`src/rtl/im2col_window_gen.sv`:
```
// Streaming 3x3 im2col window generator: raster pixels in, one 9-pixel window per
// interior position out, built from two line buffers and a 3x3 shift register.
module im2col_window_gen #(
   parameter int IMG_W = 28,
   parameter int IMG_H = 28,
   parameter int DW    = 8
) (
   input  logic          clk,
   input  logic          reset,
   input  logic          pix_valid,
   input  logic [DW-1:0] pix_data,
   output logic          pix_ready,
   output logic          win_valid,
   output logic [DW-1:0] win_data [0:8],
   output logic [9:0]    win_idx,
   input  logic          win_ready,
   output logic          frame_done
);

   // state  | meaning
   // S_FILL | rows 0-1 of a frame arriving, no windows possible
   // S_RUN  | windows emitted; held here until the final window is accepted
   // S_DONE | single-cycle frame_done pulse, input stalled
   typedef enum logic [1:0] {S_FILL, S_RUN, S_DONE} state_t;

   localparam int CW   = $clog2(IMG_W);
   localparam int RW   = $clog2(IMG_H);
   localparam int NWIN = (IMG_W - 2) * (IMG_H - 2);
   localparam logic [CW-1:0] LAST_COL = CW'(IMG_W - 1);
   localparam logic [RW-1:0] LAST_ROW = RW'(IMG_H - 1);
   localparam logic [9:0]    LAST_IDX = 10'(NWIN - 1);

   state_t        r_state, w_state_nxt;
   logic [CW-1:0] r_col;
   logic [RW-1:0] r_row;
   logic [DW-1:0] r_lb0 [0:IMG_W-1];
   logic [DW-1:0] r_lb1 [0:IMG_W-1];
   logic [DW-1:0] r_win [0:8];
   logic [DW-1:0] w_win_sh [0:8];
   logic [DW-1:0] r_win_data [0:8];
   logic          r_win_valid;
   logic [9:0]    r_win_idx;
   logic [9:0]    r_win_cnt;
   logic          r_win_last;
   logic          w_in_xfer, w_out_xfer, w_emit, w_last_col;

   assign pix_ready  = reset && (r_state != S_DONE) && (!r_win_valid || win_ready);
   assign w_in_xfer  = pix_valid && pix_ready;
   assign w_out_xfer = r_win_valid && win_ready;
   assign w_last_col = (r_col == LAST_COL);
   assign w_emit     = w_in_xfer && (r_row >= RW'(2)) && (r_col >= CW'(2));

   // New right-hand column is {row r-2, row r-1, row r} at the current column.
   always_comb begin
      for (int ky = 0; ky < 3; ky++) begin
         w_win_sh[ky*3]   = r_win[ky*3+1];
         w_win_sh[ky*3+1] = r_win[ky*3+2];
      end
      w_win_sh[2] = r_lb1[r_col];
      w_win_sh[5] = r_lb0[r_col];
      w_win_sh[8] = pix_data;
   end

   // Line buffers are intentionally never cleared; rows 0-1 overwrite stale data.
   always_ff @(posedge clk) begin
      if (w_in_xfer) begin
         r_lb1[r_col] <= r_lb0[r_col];
         r_lb0[r_col] <= pix_data;
      end
   end

   always_ff @(posedge clk or negedge reset) begin
      if (!reset) begin
         r_state     <= S_FILL;
         r_col       <= '0;
         r_row       <= '0;
         r_win       <= '{default: '0};
         r_win_data  <= '{default: '0};
         r_win_valid <= 1'b0;
         r_win_idx   <= '0;
         r_win_cnt   <= '0;
         r_win_last  <= 1'b0;
      end else begin
         r_state <= w_state_nxt;
         if (w_in_xfer) begin
            r_win <= w_win_sh;
            if (w_last_col) begin
               r_col <= '0;
               r_row <= (r_row == LAST_ROW) ? '0 : r_row + RW'(1);
            end else begin
               r_col <= r_col + CW'(1);
            end
         end
         // Window index is a running count of emitted windows within the frame.
         if (w_emit) begin
            r_win_valid <= 1'b1;
            r_win_data  <= w_win_sh;
            r_win_idx   <= r_win_cnt;
            r_win_last  <= (r_win_cnt == LAST_IDX);
            r_win_cnt   <= (r_win_cnt == LAST_IDX) ? '0 : r_win_cnt + 10'd1;
         end else if (w_out_xfer) begin
            r_win_valid <= 1'b0;
         end
      end
   end

   always_comb begin
      w_state_nxt = r_state;
      frame_done  = 1'b0;
      case (r_state)
         S_FILL: if (w_in_xfer && (r_row == RW'(1)) && w_last_col) w_state_nxt = S_RUN;
         S_RUN:  if (w_out_xfer && r_win_last) w_state_nxt = S_DONE;
         S_DONE: begin
            frame_done  = 1'b1;
            w_state_nxt = S_FILL;
         end
         default: w_state_nxt = S_FILL;
      endcase
   end

   assign win_valid = r_win_valid;
   assign win_data  = r_win_data;
   assign win_idx   = r_win_idx;

endmodule

```
`config.mk`:
```
export PLATFORM = sky130hd
export DESIGN_NAME = im2col_window_gen
export DESIGN_NICKNAME = d
export VERILOG_FILES = /design/src/rtl/im2col_window_gen.sv
export SDC_FILE = /design/constraint.sdc
export NUM_CORES = 1
export LEC_CHECK = 0
export ABC_CLOCK_PERIOD_IN_PS = 3530
export CAP_MARGIN = 40
export CORE_MARGIN = 3
export CORE_UTILIZATION = 60
export CTS_CLUSTER_SIZE = 20
export DETAILED_ROUTE_END_ITERATION = 12
export GPL_TIMING_DRIVEN = 0
export PLACE_DENSITY = 0.87
export SETUP_SLACK_MARGIN = 0.05
export SYNTH_ARGS = -nofsm -noshare
export SYNTH_HDL_FRONTEND = slang
export SYNTH_SLANG_ARGS = --single-unit
```
`constraint.sdc`:
```
create_clock -name clk -period 3.53 [get_ports clk]
set_input_delay 0.5295 -clock clk [delete_from_list [all_inputs] [get_ports clk]]
set_output_delay 0.5295 -clock clk [all_outputs]
set_load 0.05 [all_outputs]
```
==> results.yml <==
clock_network:
  cts_max_level: 2
  cts_max_path_buffers: 3
  root_buffer: "clkbuf_16"
  clock_sinks: 602
  cts_setup_buffers: 0
  cts_tree: "done"
  cts.clk_slew.worst_paths_ps: 60
  insertion_delay_ps: 600
  numCtsBuffers: 55
sta:
  finalCriticalPeriod_ps: 3450
  setup-violations-final: 0
  hold_ws_ps: 470
  clock.fmax_mhz: 290
  maxSlewHeadroom_pct: 30.8
  drv_slew: 0
  final-hold-violation-count: 0
  fin_crit_sh_pct: 97.8
  worst_clock_skew_ps: 10.2
  tightest_slew_ps: 1030
  rsz0062_at_grt: "false"
  setup_tns_ps: 0
logic_synthesis:
  synthSimpleGateAreaFrac_pct: 8.64
  synthCells: 1546
  synth_xor_xnor_area_share_pct: 0.188
  synth_top_area_cell: "edfxtp_1"
  synthArstFlopShare_pct: 25.6
  ys_warn_count: 0
  syn_area_um2: 23300
  synthAdderAreaFrac_pct: 0.429
  synth-edff-count: 448
  synth_top_area_share_pct: 57.7
  synth_nets: 1566
  ys_ff_latch: 602
  synth_mux_area_share_pct: 10.2
  synth_flop_cell: "edfxtp_1"
  synth-compound-area-share_pct: 4.30
  synthTopCellsByCount: "edfxtp_1, nand2_1, mux2i_1"
  netlist_top_cells_area: "edfxtp_1, dfrtp_1, mux2i_1"
  synth_top_family_by_area: "multiplexers"
  synth.distinct_cells: 49
  synth-seq-area-share_pct: 74.2
  yosysMostFrequentCell: "edfxtp_1"
  syn_avg_cell_area_um2: 15.1
worst_setup_path:
  crit_path_start_kind: "flip-flop"
  cp_data_arrival_time_ps: 3780
  end_kind: "flip-flop"
  cp_max_fo: 16
  critPathKind: "reg2reg"
  required_ps: 3860
status:
  status: "completed"
grt:
  antenna_found_initial: 0
  met1_usage_pct: 38.7
  grt_pass1_wl_um: 91200
  first_global_vias: 14812
  overflow: 0
  busiest_layer: "met2"
  grt_usage_pct: 29.7
  grtUsageMet3_pct: 5.95
  grt_max_degree: 91
  met2_usage_pct: 48.9
drt:
  vias_per_cell: 6.42
  ant_nets: 0
  wl_um: 61300
  drc: 0
  wire_per_inst_um: 26.6
  vias: 14795
  drtIter0Drc: 1749
  firstDrtPassIters: 7
cells_and_area:
  drive_above_1_share_pct: 14.2
  syn_to_final_growth_pct: 18.6
  finalInstanceArea_um2: 27700
  diodes: 0
  fill_cells: 2178
  nNetsFinal: 1772
floorplan:
  io_pins: 97
  die_h_um: 203
  fp.dieArea_um2: 41300
  die_w_um: 203
  core_um2: 38000
  start_util_pct: 61.3
  rows: 71
flow_run:
  cap_violations: 0
power:
  peakVddDrop_uv: 545
  p_per_area_nw_per_um2: 878
  p_leak_nw: 10.3
placed_design:
  io_buffer_count: 96
  placed_cell_area_um2: 25900
  post-dp-hpwl_um: 40800
  gp_congestion: 0.947
hold_path:
  hold_class: "reg2reg"
[per-layer routing]
metal / part of all wire (%) / vias up
met5: 0 / -
met1: 35 / 7322
met3: 12 / 207
met4: 5.0 / 0
li1: - / 6170
met2: 48 / 1096
[path summary, 6_finish.rpt]
kind,start,end,slack [ps],depth (start not counted)
setup reg to reg,r_col[2],r_lb1[22][6],80,6
hold / removal,r_win[10],win_data[18],470,2
hold reg to reg,r_win[10],win_data[18],470,2
max in group asynchronous,reset,r_win[26],2350,3
setup / recovery,r_col[2],r_lb1[22][6],80,6
min in group asynchronous,reset,win_data[34],500,2
[power by group]
part / internal, W / switching (W)
Combinational: 0.00277 / 0.00587
Clock: 0.00324 / 0.00248
Sequential: 0.00937 / 0.000565
[worst max-delay path, stage by stage, from the launching register on]
cell and delay (ps):
dfrtp_1 380, buf_2 280, clkbuf_1 410, nor2_1 370, a211oi_1 460, nand4_1 810
buf_8 450
[metrics by stage]
stage / util, % / worst slack (ps) / power [W] / cells
after CTS: 72.6 / 58.9 / 0.0241 / 2303
after global placement: 65.6 / -7090 / 0.0176 / 2153
after floorplan: - / 370 / 0.0149 / 1546
after detailed placement: 68.1 / -681 / 0.0184 / 2205
final: 72.8 / 79.1 / 0.0243 / 2304
after global routing: 72.8 / 53.5 / 0.0250 / 2304
[placed cells by master, fill, tap and decap left out, drive strengths merged, types with 7 or more instances in the layout]
master         netlist  routed
a211oi              14      14
a21oi                8       8
a31oi               28      28
buf                 60     109
clkbuf              21     101
clkdlybuf4s50        0      95
clkinv               0      14
dfrtp              154     154
edfxtp             448     448
ha                   8       8
inv                  8       7
mux2                 8       8
mux2i              178     178
mux4                23      23
nand2              329     329
nand2b               7       7
nand3               22      22
nand4               10      10
nor2                58      58
nor2b                7       7
nor4                13      13
o21ai               14      14
o22ai               82      82
[state kept, by name, indices dropped and copies added, names as in the netlist]
| register | count |
|---|---|
| r_lb0 | 224 |
| r_lb1 | 224 |
| win_data | 72 |
| r_win | 48 |
| r_win_cnt | 10 |
| win_idx | 10 |
| r_col | 5 |
| r_row | 5 |
| r_state | 2 |
| r_win_last | 1 |
| win_valid | 1 |
[cell families (layout without fill, tap and decap cells)]
logic type      Yosys count  in the layout
mux                     209            209
fa+ha+maj                 8              8
simple gates            476            476
flops                   602            602
xor+xnor                  5              5
buf+inv                  89            336
compound gates          157            157
[area by class of cell]
cell class,instances,area [µm²],area share (%)
Sequential cell,602,17300,62.6
Multi-Input combinational cell,855,5690,20.6
Timing Repair Buffer,150,1860,6.73
Clock buffer,80,1550,5.59
Tap cell,511,639,2.31
Buffer,80,434,1.57
Clock inverter,18,155,0.561
Inverter,8,33.8,0.122
[repair_timing]
item	in CTS	in global routing
resized for setup	8	10
setup endpoints to repair	175	170
hold endpoints to repair	87	0
hold buffers	1	0
Note: power is estimated with default switching activity, not from simulation.
